--- src/rtl/usb_ls_rx.sv ---
// Low-speed USB receive front end: 8x oversampled bit recovery, NRZI decode, SYNC detection,
// bit unstuffing, byte assembly and EOP detection, with single-cycle result strobes.
module usb_ls_rx #(
    parameter bit          LOW_SPEED = 1'b1,
    parameter int unsigned SAMPLE_PH = 3
) (
    input  logic       clk,
    input  logic       resetn,
    input  logic       usb_dp,
    input  logic       usb_dm,
    input  logic       rx_en,
    output logic [1:0] line_state,
    output logic       rx_active,
    output logic       rx_valid,
    output logic [7:0] rx_data,
    output logic       rx_eop,
    output logic       rx_err
);

    localparam logic       JDp      = ~LOW_SPEED;
    localparam logic       JDm      = LOW_SPEED;
    localparam logic [2:0] SamplePh = 3'(SAMPLE_PH);

    localparam logic [1:0] LsSe0 = 2'd0;
    localparam logic [1:0] LsJ   = 2'd1;
    localparam logic [1:0] LsK   = 2'd2;
    localparam logic [1:0] LsSe1 = 2'd3;

    typedef enum logic [2:0] {StIdle, StSync, StData, StEop, StWaitJ} state_e;

    state_e      state_q, state_d;
    logic        dp_s1_q, dp_s2_q, dm_s1_q, dm_s2_q;
    logic [1:0]  ls_prev_q;
    logic [2:0]  phase_q, phase_d;
    logic [1:0]  prev_jk_q, prev_jk_d;
    logic [2:0]  zero_q, zero_d;
    logic [2:0]  ones_q, ones_d;
    logic [2:0]  bit_q, bit_d;
    logic [7:0]  shift_q, shift_d;
    logic        rx_active_q, rx_active_d;
    logic        rx_valid_q, rx_valid_d;
    logic [7:0]  rx_data_q, rx_data_d;
    logic        rx_eop_q, rx_eop_d;
    logic        rx_err_q, rx_err_d;

    logic        sample;
    logic        ls_j, ls_k, ls_jk, ls_se0, ls_se1;
    logic        dec_bit, stuff_slot, stuff_err;

    // Two-flop synchronizer; idles at J so reset looks like a quiet bus.
    always_ff @(posedge clk) begin
        if (!resetn) begin
            dp_s1_q <= JDp;
            dp_s2_q <= JDp;
            dm_s1_q <= JDm;
            dm_s2_q <= JDm;
        end else begin
            dp_s1_q <= usb_dp;
            dp_s2_q <= dp_s1_q;
            dm_s1_q <= usb_dm;
            dm_s2_q <= dm_s1_q;
        end
    end

    always_comb begin
        if (dp_s2_q == dm_s2_q) begin
            line_state = dp_s2_q ? LsSe1 : LsSe0;
        end else if (dp_s2_q == JDp) begin
            line_state = LsJ;
        end else begin
            line_state = LsK;
        end
    end

    // Bit-clock recovery: any line change restarts the phase, sampling mid-bit.
    always_comb begin
        phase_d = (line_state != ls_prev_q) ? 3'd0 : phase_q + 3'd1;
    end

    assign sample     = (phase_d == SamplePh);
    assign ls_j       = (line_state == LsJ);
    assign ls_k       = (line_state == LsK);
    assign ls_jk      = ls_j || ls_k;
    assign ls_se0     = (line_state == LsSe0);
    assign ls_se1     = (line_state == LsSe1);
    assign dec_bit    = (line_state == prev_jk_q);
    assign stuff_slot = (ones_q == 3'd6);
    assign stuff_err  = stuff_slot && dec_bit;

    always_ff @(posedge clk) begin
        if (!resetn) begin
            ls_prev_q <= LsJ;
            phase_q   <= 3'd0;
        end else begin
            ls_prev_q <= line_state;
            phase_q   <= phase_d;
        end
    end

    // FSM state register
    always_ff @(posedge clk) begin
        if (!resetn) begin
            state_q <= StIdle;
        end else begin
            state_q <= state_d;
        end
    end

    // FSM next state
    always_comb begin
        state_d = state_q;
        if (!rx_en) begin
            state_d = StIdle;
        end else if (sample) begin
            unique case (state_q)
                StIdle: begin
                    if (ls_k) state_d = StSync;
                end
                StSync: begin
                    if (ls_jk) begin
                        if (dec_bit) state_d = (zero_q >= 3'd3) ? StData : StIdle;
                    end else begin
                        state_d = StIdle;
                    end
                end
                StData: begin
                    if (ls_jk) begin
                        if (stuff_err) state_d = StWaitJ;
                    end else if (ls_se0 && bit_q == 3'd0) begin
                        state_d = StEop;
                    end else begin
                        state_d = StWaitJ;
                    end
                end
                StEop: begin
                    if (ls_j) begin
                        state_d = StIdle;
                    end else if (!ls_se0) begin
                        state_d = StWaitJ;
                    end
                end
                StWaitJ: begin
                    if (ls_j) state_d = StIdle;
                end
                default: state_d = StIdle;
            endcase
        end
    end

    // Datapath: NRZI reference, SYNC zero run, stuffing run, bit count and shift register.
    always_comb begin
        prev_jk_d = prev_jk_q;
        zero_d    = zero_q;
        ones_d    = ones_q;
        bit_d     = bit_q;
        shift_d   = shift_q;
        if (sample && ls_jk) begin
            prev_jk_d = line_state;
            unique case (state_q)
                StIdle: begin
                    if (ls_k) zero_d = 3'd1;
                end
                StSync: begin
                    if (!dec_bit) begin
                        zero_d = (zero_q == 3'd7) ? 3'd7 : zero_q + 3'd1;
                    end else begin
                        ones_d  = 3'd0;
                        bit_d   = 3'd0;
                        shift_d = 8'h00;
                    end
                end
                StData: begin
                    if (stuff_slot) begin
                        ones_d = 3'd0;
                    end else begin
                        ones_d  = dec_bit ? ones_q + 3'd1 : 3'd0;
                        shift_d = {dec_bit, shift_q[7:1]};
                        bit_d   = bit_q + 3'd1;
                    end
                end
                default: ;
            endcase
        end
    end

    always_ff @(posedge clk) begin
        if (!resetn) begin
            prev_jk_q <= LsJ;
            zero_q    <= 3'd0;
            ones_q    <= 3'd0;
            bit_q     <= 3'd0;
            shift_q   <= 8'h00;
        end else begin
            prev_jk_q <= prev_jk_d;
            zero_q    <= zero_d;
            ones_q    <= ones_d;
            bit_q     <= bit_d;
            shift_q   <= shift_d;
        end
    end

    // FSM outputs
    always_comb begin
        rx_valid_d = 1'b0;
        rx_eop_d   = 1'b0;
        rx_err_d   = 1'b0;
        rx_data_d  = rx_data_q;
        if (rx_en && sample) begin
            unique case (state_q)
                StData: begin
                    if (ls_jk) begin
                        if (stuff_err) begin
                            rx_err_d = 1'b1;
                        end else if (!stuff_slot && bit_q == 3'd7) begin
                            rx_valid_d = 1'b1;
                            rx_data_d  = {dec_bit, shift_q[7:1]};
                        end
                    end else if (!(ls_se0 && bit_q == 3'd0)) begin
                        rx_err_d = 1'b1;
                    end
                end
                StEop: begin
                    if (ls_k || ls_se1) begin
                        rx_err_d = 1'b1;
                    end else if (ls_j) begin
                        rx_eop_d = 1'b1;
                    end
                end
                default: ;
            endcase
        end
        rx_active_d = (state_d == StData) || (state_d == StEop);
    end

    always_ff @(posedge clk) begin
        if (!resetn) begin
            rx_active_q <= 1'b0;
            rx_valid_q  <= 1'b0;
            rx_data_q   <= 8'h00;
            rx_eop_q    <= 1'b0;
            rx_err_q    <= 1'b0;
        end else begin
            rx_active_q <= rx_active_d;
            rx_valid_q  <= rx_valid_d;
            rx_data_q   <= rx_data_d;
            rx_eop_q    <= rx_eop_d;
            rx_err_q    <= rx_err_d;
        end
    end

    assign rx_active = rx_active_q;
    assign rx_valid  = rx_valid_q;
    assign rx_data   = rx_data_q;
    assign rx_eop    = rx_eop_q;
    assign rx_err    = rx_err_q;

endmodule

--- config.mk ---
export PLATFORM = sky130hd
export DESIGN_NAME = usb_ls_rx
export DESIGN_NICKNAME = d
export VERILOG_FILES = /design/src/rtl/usb_ls_rx.sv
export SDC_FILE = /design/constraint.sdc
export NUM_CORES = 1
export LEC_CHECK = 0
export BUFFER_PORTS_ARGS = -buffer_cell sky130_fd_sc_hd__buf_2
export CORE_UTILIZATION = 58
export CTS_CLUSTER_DIAMETER = 200
export CTS_CLUSTER_SIZE = 24
export DETAILED_ROUTE_END_ITERATION = 10
export PLACE_DENSITY = 0.79
export SLEW_MARGIN = 10
export SYNTH_ARGS = -nofsm -noshare
export SYNTH_HDL_FRONTEND = slang
export SYNTH_SLANG_ARGS = --single-unit
--- constraint.sdc ---
create_clock -name clk -period 3.05 [get_ports clk]
set_input_delay 0.1525 -clock clk [delete_from_list [all_inputs] [get_ports clk]]
set_output_delay 0.1525 -clock clk [all_outputs]
set_load 0.005 [all_outputs]
==> results.sh <==
export IMPL_synthXorXnorAreaFrac=0.02047
export IMPL_final_cells=297
export IMPL_fin_tns_setup_ns=0
export IMPL_path_max_fanout=10
export IMPL_min_period_ns=2.693
export IMPL_area_growth_pct=8.670
export IMPL_clkSinkCount=42
export IMPL_grt_overflow_total=0
export IMPL_grt_usage=0.2207
export IMPL_critPathMaxStageDelay_ns=0.56
export IMPL_start_util=0.6131
export IMPL_nets=266
export IMPL_peakVddDrop_mv=0.4045
export IMPL_route_detailed_drc=0
export IMPL_yosys_top_cells_area="dfxtp_1, mux2i_1, ha_1"
export IMPL_synth_common_cells="dfxtp_1, nand2_1, nor2_1, mux2i_1, ha_1"
export IMPL_cap_violations=0
export IMPL_synthAdderAreaFrac=0.06623
export IMPL_ys_warn_count=0
export IMPL_synth_edf_count=0
export IMPL_layout_setup_ws_ns=0.3571
export IMPL_synth_top_area_share=0.4046
export IMPL_slowest_stage="nand3_1"
export IMPL_path_cells="inv_1 -> ha_1 -> xnor2_2 -> mux2_4 -> nor2_2 -> nand3_1 -> a22o_1"
export IMPL_critical_path_startpoint_type="flop"
export IMPL_powerDensity_nw_per_um2=426.0
export IMPL_ys_seq_area_frac=0.4046
export IMPL_drive_above_1_share=0.1833
export IMPL_min_path_cells=2
export IMPL_ioPinCount=19
export IMPL_root_buffer="clkbuf_4"
export IMPL_die_w_um=61.86
export IMPL_ant_nets=0
export IMPL_syn_nets=248
export IMPL_rsz0062_at_grt="no"
export IMPL_routed_wl_um=3791
export IMPL_synth_top_family_by_area="simple AND/OR/NAND/NOR gates"
export IMPL_min_from="usb_dp"
export IMPL_dieHeight_um=61.86
export IMPL_finClkSkew_ns=0.01000
export IMPL_status="complete, no violations"
export IMPL_grt_start_max_net_pins=25
export IMPL_cts_made_buffers=5
export IMPL_drt_iter0_markers=88
export IMPL_synth_seq_cells=42
export IMPL_h_tree_depth=2
export IMPL_viasPerCell=5.448
export IMPL_placed_cells_incl_taps=288
export IMPL_crit_path_end_kind="flop"
export IMPL_hold_viol_final=0
export IMPL_grt_first_pass_wirelength_um=6175
export IMPL_fmax_ghz=0.3714
export IMPL_yosys_area_share_simple=0.2468
export IMPL_syn_inst=232
export IMPL_critPathArrivalTime_ns=2.94
export IMPL_slew_headroom=0.5611
export IMPL_clk_latency_ns=0.34
export IMPL_netlist_area_sq_um=2078
export IMPL_antenna_found_initial=0
export IMPL_nFillCells=292
export IMPL_clkTransAtPathRegs_ns=0.12
export IMPL_ys_async_sr_fraction=0
export IMPL_place_gp_congestion=0.8535
export IMPL_rrSetupSlack_ns=0.36
export IMPL_crit_required_ns=3.30
export IMPL_n_antenna_cell=0
export IMPL_rows=21
export IMPL_criticalPathCategory="flop to flop"
export IMPL_cts_setup_buffers=0
export IMPL_synth_distinct_cells=53
export IMPL_synth_most_common_cell="dfxtp_1"
export IMPL_hold_buffers=1
export IMPL_yosys_area_top_type="dfxtp_1"
export IMPL_die_area_sq_um=3827
export IMPL_synth_compound_area_frac=0.1156
export IMPL_synth_area_mux_share=0.09392
export IMPL_period_share=0.8829
export IMPL_pre_cts_ws_ns=0.3510
export IMPL_hold_end="dp_s1_q$_SDFF_PN0_"
export IMPL_core_area_sq_um=3390
export IMPL_setup_violations_final=0
export IMPL_first_pass_iters=4
export IMPL_grt_pass1_vias=1434
export IMPL_wire_per_inst_um=12.76
export IMPL_cts_tree="done"
export IMPL_power_leakage_nw=1.025
export IMPL_syn_avg_cell_area_sq_um=8.958
export IMPL_reg2reg_to="shift_q[7]$_SDFFE_PN0P_"
export IMPL_hp_class="input pin to flop"
export IMPL_ctsResizeCount=0
export IMPL_r2r_cells=7
export IMPL_slew_violations=0
export IMPL_clockBufferDepth=2
export IMPL_vias=1618
export IMPL_dpl_hpwl_um=2720
export IMPL_worst_pin_slew_ns=0.6565
export IMPL_portBuffers=18
export IMPL_placed_cell_area_sq_um=2185
export IMPL_ys_flop_type="dfxtp_1"
export IMPL_r2r_start="dp_s2_q$_SDFF_PN0_"
export IMPL_fin_area_sq_um=2258
==> where the power goes <==
group,total [mW],leakage (nW),internal [mW],switching [mW]
logic,0.112,0.651,0.0437,0.0680
clock network,0.284,0.0343,0.111,0.173
registers,0.566,0.340,0.558,0.00789
total,0.962,1.03,0.713,0.249
==> final cells by class <==
cell class              count  area [sq um]  share of cell area
flip-flops and latches     42         840.8              0.3723
inverters                  10         37.54             0.01662
repair buffers             23         130.1             0.05762
clock buffers               6         51.30             0.02271
well taps                  46         57.56             0.02548
multi-input cells         168          1129              0.4997
clock inverters             2         12.51            0.005540
==> kinds of logic after synthesis <==
group | count (synthesis)
and+or+nand+nor | 99
DFF | 42
AOI/OAI and AO/OA | 35
buffers and inverters | 22
muxes | 19
adders and majority gates | 11
xor gates and xnor gates | 4
==> through the flow <==
step,utilization,hold slack [ns],total power [mW]
after floorplan,-,0.2540,0.6606
after global placement,0.6445,0.3337,0.6853
after detailed placement,0.6445,0.3500,0.6884
after CTS,0.6663,0.005614,0.9677
after global routing,0.6663,0.006912,1.006
final,0.6663,0.01090,0.9620
==> registers in the layout, summed over array words and instances, names as in the netlist <==
register,flops
rx_data,8
shift_q,7
bit_q,3
ones_q,3
phase_q,3
state_q,3
zero_q,3
ls_prev_q,2
prev_jk_q,2
dm_s1_q,1
dm_s2_q,1
dp_s1_q,1
dp_s2_q,1
rx_active,1
rx_eop,1
rx_err,1
rx_valid,1
==> how the worst max path moves through the flow <==
stage          slack [ns]               start  cells past startpoint                 endpoint
2_1_floorplan        0.41  dp_s2_q$_SDFF_PN0_                     10  rx_data[7]$_SDFFE_PN0P_
6_report             0.36  dp_s2_q$_SDFF_PN0_                      7  shift_q[7]$_SDFFE_PN0P_
4_1_cts              0.34  dp_s2_q$_SDFF_PN0_                      7  shift_q[7]$_SDFFE_PN0P_
3_3_place_gp         0.43  dp_s2_q$_SDFF_PN0_                      7  shift_q[7]$_SDFFE_PN0P_
3_5_place_dp         0.35  dp_s2_q$_SDFF_PN0_                      7  shift_q[7]$_SDFFE_PN0P_
5_1_grt              0.13  dp_s2_q$_SDFF_PN0_                      7  shift_q[7]$_SDFFE_PN0P_
==> cells in the final DEF (no fill, tap or decap), types with 6 or more instances in the layout <==
cell type	count
nor2_1	23
inv_1	9
and2_1	6
a21oi_1	9
nand3_1	7
dfxtp_1	42
nand2_1	28
buf_2	18
ha_1	11
mux2i_1	18
==> layer usage <==
metal | global-route usage | vias to the layer above | wire [um]
li1 | - | 837 | -
met1 | 0.2997 | 747 | 1898
met2 | 0.3349 | 29 | 1716
met3 | 0.05590 | 5 | 137
met4 | 0.09206 | 0 | 39
met5 | 0 | - | 0
==> critical path: cells and delay by family, from the launching register on <==
| family | cells | cell delay [ns] |
|---|---|---|
| AO/OA/AOI/OAI | 1 | 0.37 |
| buffers and inverters | 1 | 0.09 |
| multiplexers | 1 | 0.34 |
| AND/OR/NAND/NOR | 2 | 0.88 |
| flip-flops | 1 | 0.34 |
| XOR/XNOR | 1 | 0.22 |
| adder cells (fa/ha/maj) | 1 | 0.35 |
No activity file was read; power rests on OpenSTA's default activity.
